### config.mk
export PLATFORM = sky130hd
export DESIGN_NAME = d2s_conv_arbiter
export DESIGN_NICKNAME = d
export VERILOG_FILES = /design/src/rtl/d2s_conv_arbiter_pkg.sv /design/src/rtl/d2s_conv_arbiter_pipe.sv /design/src/rtl/d2s_conv_arbiter.sv
export SDC_FILE = /design/constraint.sdc
export NUM_CORES = 1
export LEC_CHECK = 0
export CORE_ASPECT_RATIO = 1.25
export CORE_MARGIN = 5
export CORE_UTILIZATION = 55
export DETAILED_ROUTE_END_ITERATION = 7
export MAX_ROUTING_LAYER = met4
export PLACE_DENSITY = 0.8
export SLEW_MARGIN = 20
export SYNTH_ARGS = -nofsm -noshare
export SYNTH_HDL_FRONTEND = slang
export SYNTH_HIERARCHICAL = 1
export SYNTH_SLANG_ARGS = --single-unit
### constraint.sdc
create_clock -name clk -period 4.3 [get_ports clk]
set_clock_uncertainty 0.15 [all_clocks]
set_input_delay 1.29 -clock clk [delete_from_list [all_inputs] [get_ports clk]]
set_output_delay 1.29 -clock clk [all_outputs]
set_load 0.005 [all_outputs]
### src/rtl/d2s_conv_arbiter_pkg.sv
// Shared constants, types and conversion helpers for the double-to-s16 arbiter.
// Latency: n/a (package only).
// Backpressure: n/a.
package d2s_conv_arbiter_pkg;

  // Exponent thresholds of the IEEE-754 double
  localparam logic [10:0] DBL_BIAS       = 11'd1023;
  localparam logic [10:0] DBL_EXP_SAT    = 11'd1038;
  // {1,m} must be right-shifted by 52-(e-1023) = 1075-e
  localparam logic [10:0] DBL_SHIFT_BASE = 11'd1075;
  localparam logic [14:0] S16_MAG_MAX    = 15'h7FFF;

  // Field positions inside the double
  localparam int DBL_SIGN_BIT = 63;
  localparam int DBL_EXP_MSB  = 62;
  localparam int DBL_EXP_LSB  = 52;
  localparam int DBL_MANT_MSB = 51;
  localparam int DBL_MANT_LSB = 0;

  // Sign-magnitude result with saturation flag
  typedef struct packed {
    logic        sat;
    logic        sign;
    logic [14:0] mag;
  } res_t;

  // Classified operand carried between the first and last pipeline stages
  typedef struct packed {
    logic        sign;
    logic        zero;   // |x| < 1
    logic        sat;    // |x| >= 32768, Inf, NaN
    logic [51:0] mant;
    logic [5:0]  shift;  // valid only when neither zero nor sat
  } cls_t;

  function automatic cls_t dbl_classify(input logic [63:0] dbl);
    cls_t        c;
    logic [10:0] e;
    e       = dbl[DBL_EXP_MSB:DBL_EXP_LSB];
    c.sign  = dbl[DBL_SIGN_BIT];
    c.zero  = (e < DBL_BIAS);
    c.sat   = (e >= DBL_EXP_SAT);
    c.mant  = dbl[DBL_MANT_MSB:DBL_MANT_LSB];
    // Wraps for out-of-range exponents; those cases are overridden by zero/sat.
    c.shift = 6'(DBL_SHIFT_BASE - e);
    return c;
  endfunction

  function automatic res_t dbl_finish(input cls_t c);
    res_t r;
    r.sat = c.sat;
    if (c.sat) begin
      r.mag = S16_MAG_MAX;
    end else if (c.zero) begin
      r.mag = '0;
    end else begin
      r.mag = 15'({1'b1, c.mant} >> c.shift);
    end
    // No negative zero
    r.sign = c.sign & (r.mag != '0);
    return r;
  endfunction

endpackage

### src/rtl/d2s_conv_arbiter_pipe.sv
// Pipelined double -> 16-bit sign-magnitude converter carrying a channel tag.
// Latency: LAT cycles from i_valid to o_valid (stage 1 classifies, last stage shifts).
// Backpressure: none; the pipeline advances every cycle.
// Ports: clk/rst; i_valid, i_tag, i_dbl in; o_valid, o_tag, o_res out (o_tag/o_res hold when idle).
module dbl2s16_pipe
  import d2s_conv_arbiter_pkg::*;
#(
  parameter int LAT = 2,
  parameter int TW  = 2
) (
  input  logic          clk,
  input  logic          rst,
  input  logic          i_valid,
  input  logic [TW-1:0] i_tag,
  input  logic [63:0]   i_dbl,
  output logic          o_valid,
  output logic [TW-1:0] o_tag,
  output res_t          o_res
);

  cls_t          w_cls;
  logic          r_vld_q;
  logic [TW-1:0] r_tag_q;
  res_t          r_res_q;

  assign w_cls = dbl_classify(i_dbl);

  generate
    if (LAT == 1) begin : g_single
      always_ff @(posedge clk or posedge rst) begin
        if (rst) begin
          r_vld_q <= 1'b0;
          r_tag_q <= '0;
          r_res_q <= '0;
        end else begin
          r_vld_q <= i_valid;
          if (i_valid) begin
            r_tag_q <= i_tag;
            r_res_q <= dbl_finish(w_cls);
          end
        end
      end
    end else begin : g_multi
      logic          r_vld [LAT-1];
      logic [TW-1:0] r_tag [LAT-1];
      cls_t          r_cls [LAT-1];

      always_ff @(posedge clk or posedge rst) begin
        if (rst) begin
          for (int k = 0; k < LAT-1; k++) begin
            r_vld[k] <= 1'b0;
            r_tag[k] <= '0;
            r_cls[k] <= '0;
          end
          r_vld_q <= 1'b0;
          r_tag_q <= '0;
          r_res_q <= '0;
        end else begin
          r_vld[0] <= i_valid;
          if (i_valid) begin
            r_tag[0] <= i_tag;
            r_cls[0] <= w_cls;
          end
          // Optional pure-delay stages between classify and shift
          for (int k = 1; k < LAT-1; k++) begin
            r_vld[k] <= r_vld[k-1];
            if (r_vld[k-1]) begin
              r_tag[k] <= r_tag[k-1];
              r_cls[k] <= r_cls[k-1];
            end
          end
          r_vld_q <= r_vld[LAT-2];
          if (r_vld[LAT-2]) begin
            r_tag_q <= r_tag[LAT-2];
            r_res_q <= dbl_finish(r_cls[LAT-2]);
          end
        end
      end
    end
  endgenerate

  assign o_valid = r_vld_q;
  assign o_tag   = r_tag_q;
  assign o_res   = r_res_q;

endmodule

### src/rtl/d2s_conv_arbiter.sv
// Round-robin arbiter sharing one double -> s16 converter among N requesters.
// Latency: LAT cycles from acceptance (req_valid & req_ready) to out_valid.
// Backpressure: grants one requester per cycle; no output backpressure.
// Ports: clk, rst (async, high); req_valid/req_data/req_ready per channel; ch_enable mask;
//        out_valid/out_ch/out_data/out_sat result; sat_count with synchronous sat_clr.
module d2s_conv_arbiter
  import d2s_conv_arbiter_pkg::*;
#(
  parameter int N   = 3,
  parameter int LAT = 2,
  parameter int CHW = 2
) (
  input  logic              clk,
  input  logic              rst,
  input  logic [N-1:0]      req_valid,
  input  logic [N*64-1:0]   req_data,
  output logic [N-1:0]      req_ready,
  input  logic [N-1:0]      ch_enable,
  output logic              out_valid,
  output logic [CHW-1:0]    out_ch,
  output logic [15:0]       out_data,
  output logic              out_sat,
  output logic [15:0]       sat_count,
  input  logic              sat_clr
);

  logic [CHW-1:0] r_ptr;
  logic [15:0]    r_sat_cnt;

  logic [N-1:0]   w_elig;
  logic [N-1:0]   w_grant;
  logic           w_acc;
  logic [CHW-1:0] w_gnt_idx;
  logic [63:0]    w_gnt_dat;

  logic           w_pipe_vld;
  logic [CHW-1:0] w_pipe_tag;
  res_t           w_pipe_res;

  assign w_elig = req_valid & ch_enable;

  // Search from the pointer, wrapping modulo N; first eligible channel wins.
  always_comb begin
    int j;
    w_grant   = '0;
    w_acc     = 1'b0;
    w_gnt_idx = '0;
    w_gnt_dat = '0;
    j         = 0;
    for (int k = 0; k < N; k++) begin
      j = int'(r_ptr) + k;
      if (j >= N) j = j - N;
      if (!rst && !w_acc && w_elig[j]) begin
        w_acc      = 1'b1;
        w_grant[j] = 1'b1;
        w_gnt_idx  = CHW'(j);
        w_gnt_dat  = req_data[64*j +: 64];
      end
    end
  end

  assign req_ready = w_grant;

  always_ff @(posedge clk or posedge rst) begin
    if (rst) begin
      r_ptr <= '0;
    end else if (w_acc) begin
      r_ptr <= (w_gnt_idx == CHW'(N-1)) ? '0 : w_gnt_idx + 1'b1;
    end
  end

  dbl2s16_pipe #(
    .LAT (LAT),
    .TW  (CHW)
  ) u_pipe (
    .clk     (clk),
    .rst     (rst),
    .i_valid (w_acc),
    .i_tag   (w_gnt_idx),
    .i_dbl   (w_gnt_dat),
    .o_valid (w_pipe_vld),
    .o_tag   (w_pipe_tag),
    .o_res   (w_pipe_res)
  );

  // Clear wins over a simultaneous increment; count sticks at all-ones.
  always_ff @(posedge clk or posedge rst) begin
    if (rst) begin
      r_sat_cnt <= '0;
    end else if (sat_clr) begin
      r_sat_cnt <= '0;
    end else if (w_pipe_vld && w_pipe_res.sat && (r_sat_cnt != 16'hFFFF)) begin
      r_sat_cnt <= r_sat_cnt + 16'd1;
    end
  end

  assign out_valid = w_pipe_vld;
  assign out_ch    = w_pipe_tag;
  assign out_data  = {w_pipe_res.sign, w_pipe_res.mag};
  assign out_sat   = w_pipe_res.sat;
  assign sat_count = r_sat_cnt;

endmodule

# == Yosys cells after proc, flatten, opt, wreduce, memory -nomap -nowiden ==
# Cells that the tools add are included.
# op_classes
n_addsub,8
n_mul,0
div,0
n_lt_le_gt_ge,11
n_eq_ne,2
shift,4
mux,36
bitwise,4
reduce_logical,15
# ops
operator,n
indexed part select 192 x 32 -> 64 bit,3
2-to-1 mux 64 bit,3
"greater-or-equal comparator 32 x 1 -> 1 bit, second input constant",3
"< comparator 32 x 4 -> 1 bit, second input constant",3
2-to-1 mux 32 bit,3
>> shifter 53 x 6 -> 15 bit,1
2-to-1 mux 15 bit,3
2-to-1 mux 16 bit,2
"adder 16 x 1 -> 16 bit, second input constant",1
"inequality test 16 bit, second input constant",1
nonzero test 15 bit,1
2-to-1 mux 1 bit,12
"greater-or-equal comparator 11 bit, second input constant",1
"< comparator 11 x 10 -> 1 bit, second input constant",1
logical AND 1 bit,10
2-to-1 mux 3 bit,3
2-to-1 mux 2 bit,4
"subtractor 3 x 2 -> 4 bit, second input constant",2
binary-select mux 1 bit (select 2 bit),3
demux 1 bit (select 2 bit),3
"greater-or-equal comparator 3 x 2 -> 1 bit, second input constant",2
OR 3 bit,2
"subtractor 6 bit, first input constant",1
"adder 2 x 1 -> 3 bit, second input constant",1
other kinds (9),11
# word_totals
ff_bits,102
latchBits,0
mem_bits_rw,0
mem_bits_ro,0
inputBits,201
memories,0

# == Logic depth before layout (Yosys ltp) ==
# depth
depth_word,17
mapped_depth,14
depth_no_buf,11

# == Hierarchy ==
# Netlist, hierarchy kept.
# by_module_without_submodules
mod,n_inst,cells_each,area_each_um2
d2s_conv_arbiter,1,847,6462.4
dbl2s16_pipe,1,572,6257.3

# == Least setup slack after synthesis ==
# No wires, ideal clock.
# synth_timing
kind,input port to output port
startpoint,input rst
endpoint,output req_ready[0]
arrival_time_ns,2.501
required_time_ns,2.860
slack_ns,0.359
stages,5
cell_sequence,clkbuf_1 > inv_1 > o21ai_1 > nor2_1 > a221o_1
# synth_between
elab_chain_cells,11
# synth_lines
element,line_no,source
"start, declared",d2s_conv_arbiter.sv:14,"input logic rst,"
logical NOT 1 bit (no source line) *,--,
logical AND 1 bit,d2s_conv_arbiter.sv:53,if (!rst && !w_acc && w_elig[j]) begin
2-to-1 mux 1 bit,d2s_conv_arbiter.sv:53,
logical NOT 1 bit,d2s_conv_arbiter.sv:53,
logical AND 1 bit (2 in series),d2s_conv_arbiter.sv:53,
2-to-1 mux 1 bit,d2s_conv_arbiter.sv:53,
logical NOT 1 bit,d2s_conv_arbiter.sv:53,
logical AND 1 bit (2 in series),d2s_conv_arbiter.sv:53,
2-to-1 mux 3 bit *,d2s_conv_arbiter.sv:53,
"end, declared",d2s_conv_arbiter.sv:17,"output logic [N-1:0] req_ready,"
# Every way passes the cells marked *; elsewhere a longest branch is shown, timed or not.

# == Worst setup path after layout ==
# layout_timing
startpoint,input ch_enable[2]
endpoint,output req_ready[0]
# layout_between
elab_chain_cells,14
# layout_lines
element,line_no,source
"start, declared",d2s_conv_arbiter.sv:18,"input logic [N-1:0] ch_enable,"
AND 3 bit *,d2s_conv_arbiter.sv:40,assign w_elig = req_valid & ch_enable;
binary-select mux 1 bit (select 2 bit),d2s_conv_arbiter.sv:53,
2-to-1 mux 1 bit (implied by the code) (2 in series),d2s_conv_arbiter.sv:53,
logical AND 1 bit,d2s_conv_arbiter.sv:53,
2-to-1 mux 1 bit,d2s_conv_arbiter.sv:53,
logical NOT 1 bit,d2s_conv_arbiter.sv:53,
logical AND 1 bit (2 in series),d2s_conv_arbiter.sv:53,
2-to-1 mux 1 bit,d2s_conv_arbiter.sv:53,
logical NOT 1 bit,d2s_conv_arbiter.sv:53,
logical AND 1 bit (2 in series),d2s_conv_arbiter.sv:53,
2-to-1 mux 3 bit *,d2s_conv_arbiter.sv:53,
# Every way passes the cells marked *; elsewhere a longest branch is shown, timed or not. The select of a mux whose other input is x is not followed.

==> impl_metrics.toml <==
[power_and_ir_drop]
seq_power_share = 0.163
clkPwrFrac = 0.086
switching_share = 0.4918
p_int_mw = 5.278
power_frac_comb = 0.752
p_sw_mw = 5.109
power_leakage_nw = 6.221
p_per_area_nw_per_um2 = 657.9
irDropWorstVdd_mv = 1.026
p_total_mw = 10.39

[synth]
synthTopCellsByArea = "dfrtp_1 20%, mux2_2 18%, mux4_2 8.9%"
syn_avg_cell_area_um2 = 8.964
yosysSeqAreaShare = 0.2007
synthCells = 1419
netlist_area_um2 = 12720
async_reset_ff_frac = 1.000
synth_area_leader_cell = "dfrtp_1"
synth_edf_count = 0
synth_top_area_frac = 0.2007
yosys_warnings = 6
synth-main-ff-cell = "dfrtp_1"
syn_nets = 1628
ys_ff_latch = 102
synth_cell_types = 77

[floorplanning]
initial_core_util = 0.5558
num_io_pins = 240
rows = 62
die_y_um = 180.0
dieArea_um2 = 26290
die_width_um = 146.0
coreArea_um2 = 22880

[clock_tree]
clkLatencyLatePin_ns = 0.37
ctsHtreeMaxLevel = 3
path_clk_slew_ns = 0.07
cts_buffers = 9
cts_tree = "yes"
ctsRootBufferMaster = "clkbuf_16"
clock_path_buffers = 2
clock_sinks = 102

[setup_path]
cp_top_family = "compound AO/OA/AOI/OAI gates"
critPathKind = "input port to output port"
startpoint_type = "input port"
crit_buf_inv = 2
cpPeakStageDelay_ns = 0.30
crit_chain = "dlygate4sd2_1, and4b_1, a211oi_2, a31oi_2, nor2b_4, a221o_1, clkbuf_2"
arrival_ns = 2.69
cp.required_ns = 2.86
cp_max_fo = 4
cp_slowest_cell = "a221o_1"
cp-end-kind = "output port"

[route]
drtPass1Iterations = 6
viasPerCell = 6.975
vias = 13141
drcViolationCount = 0
routed_wl_um = 43790
drt_iter0_markers = 1507
wl_per_cell_um = 23.24
postRouteAntennaNets = 0

[timing]
slew_headroom = 0.2702
whs_ns = 0.3428
slew_viol_final = 0
worstMarginPinSlew_ns = 1.095
fmax_mhz = 242.2
finalSetupViolCount = 0
finalCritPeriodShare = 0.9602
finalHoldViolations = 0
layout_min_cycle_time_ns = 4.129
rsz0062_at_grt = "no"

[worst_hold_path]
hold_class = "flip-flop to flip-flop"

[finish]
seq_area_um2 = 2557
area_delta_synth_final_pct = 24.12
final_nets = 1800
multi_input_area_um2 = 9545
drive_above_1_share = 0.2500
diodes = 0
fillers = 1854
final_cell_count_no_fill = 1884

[placement]
gp_congestion = 1.073
dpl.cell_count = 1859
hpwl_um = 31430
port_buffers = 239

[global_routing]
overflow = 0
grt_start_max_net_pins = 124
grt.total_usage = 0.3269
grt_pass1_wl_um = 69180
grt_pass1_vias = 12765
antenna_found_initial = 0

[outcome]
status = "finished, final reports clean"

[run]
cap_violations = 0
==> Yosys cell counts (4+ instances only) <==
library cell  instances
o211ai_1              5
and2_1                5
o221ai_1             16
ha_1                  8
mux4_2               50
and4_1                4
buf_6                 6
nor3_1               18
nand4_1               8
and3_1                4
a31oi_1               6
mux2_2              208
inv_1                17
clkbuf_1             83
o221ai_2             28
xnor2_1              14
or2_2                 4
buf_4                 7
o22ai_1              28
buf_1                16
a211oi_1             13
a2111oi_0             5
buf_2                29
dfrtp_1             102
nor2b_1              12
nor2_1              121
nand3_1              20
a22oi_1             132
a21oi_1              52
a21o_1               25
nor4_1               11
nand2_1             136
o21ai_0              59
mux2i_1              96
nand2b_1              6
==> flip-flops by register name (all words and copies together) (netlist names) <==
signal and flops:
u_pipe/g_multi.r_cls 61, u_pipe/g_multi.r_vld 1, u_pipe/g_multi.r_tag 2, u_pipe/o_res 17
sat_count 16, u_pipe/o_tag 2, r_ptr 2, u_pipe/o_valid 1
==> metrics by stage <==
stage	setup TNS [ns]	setup WS [ns]	util	instance area [um^2]
6_report	0	0.1713	0.6899	15790
3_5_place_dp	-1.368	-0.4866	0.6732	15410
2_1_floorplan	0	0.3587	-	12720
4_1_cts	0	0.01554	0.6886	15760
3_3_place_gp	-1.402	-0.5081	0.6732	15410
5_1_grt	0	0.005268	0.6899	15790
==> what timing repair did <==
action	4_1_cts	5_1_grt
gates resized for setup	18	5
hold endpoints to repair	0	0
pin swaps	7	4
hold buffers	0	0
setup endpoints to repair	3	3
setup buffers	4	5
==> worst min-delay path, cell delays in order, from the launching register on <==
cell,delay (ns)
dfrtp_1,0.35
nand2_1,0.05
o21ai_0,0.06
==> cell type report <==
type                    instances  area share
clock buffers                  10     0.01514
inverters                      19    0.004597
multi-input cells            1157      0.6046
repair buffers                302      0.1860
well taps                     288     0.02282
clock inverters                 6    0.004834
flip-flops and latches        102      0.1620
==> layer usage <==
metal,track usage,vias to the layer above,share of wire
li1,-,5832,-
met1,0.4307,6410,0.40
met2,0.5129,773,0.48
met3,0.03547,126,0.080
met4,0.1427,0,0.042
met5,-,-,0
==> power by group through the flow <==
stage	clock (mW)	sequential, mW	combinational [mW]
floorplan	0	1.43	5.73
global placement	0	1.68	7.41
detailed placement	0	1.69	7.54
CTS	0.896	1.67	7.61
global route	0.937	1.72	8.34
finish	0.889	1.69	7.81
==> path summary, 6_finish.rpt <==
| kind | startpoint | end | slack, ns | cells after the start |
|---|---|---|---|---|
| min in group asynchronous | rst | r_ptr[1]$_DFFE_PP0P_ | 1.25 | 4 |
| min reg2reg | u_pipe/o_res[4]$_DFFE_PP0P_ | u_pipe/o_res[4]$_DFFE_PP0P_ | 0.34 | 2 |
| max reg2reg | r_ptr[0]$_DFFE_PP0P_ | u_pipe/g_multi.r_cls[58]$_DFFE_PP0P_ | 0.30 | 11 |
| min | u_pipe/o_res[4]$_DFFE_PP0P_ | u_pipe/o_res[4]$_DFFE_PP0P_ | 0.34 | 2 |
| max in group asynchronous | rst | u_pipe/g_multi.r_cls[1]$_DFFE_PP0P_ | 2.35 | 4 |
| max | ch_enable[2] | req_ready[0] | 0.17 | 7 |
==> placed cells by master, fill, tap and decap left out, types with 4 or more instances in the layout <==
master,netlist,routed
a2111oi_0,5,5
a211oi_1,13,13
a21o_1,25,25
a21oi_1,52,52
a22oi_1,132,131
a31oi_1,6,6
and2_1,5,5
and3_1,4,4
and4_1,4,4
buf_12,0,7
buf_4,7,55
clkbuf_16,0,9
clkdlybuf4s50_1,0,229
dfrtp_1,102,100
dlygate4sd2_1,0,5
ha_1,8,4
inv_1,17,15
mux2_2,208,208
mux2i_1,96,96
mux4_2,50,50
nand2_1,136,135
nand2b_1,6,6
nand3_1,20,20
nand4_1,8,8
nor2_1,121,119
nor2b_1,12,10
nor3_1,18,18
nor4_1,11,11
o211ai_1,5,5
o21ai_0,59,59
o221ai_1,16,16
o221ai_2,28,28
o22ai_1,28,28
or2_2,4,4
xnor2_1,14,14
==> cell families (layout without fill, tap and decap cells) <==
family | count (synthesis) | in the layout | share of synthesized area
adders and majority gates | 8 | 8 | 0.007870
xor gates and xnor gates | 15 | 15 | 0.01033
DFF | 102 | 102 | 0.2007
buffers and inverters | 160 | 337 | 0.05568
muxes | 356 | 356 | 0.3524
AOI/OAI and AO/OA | 407 | 407 | 0.2386
and+or+nand+nor | 371 | 371 | 0.1345
Note: power is estimated with default switching activity, not from simulation.
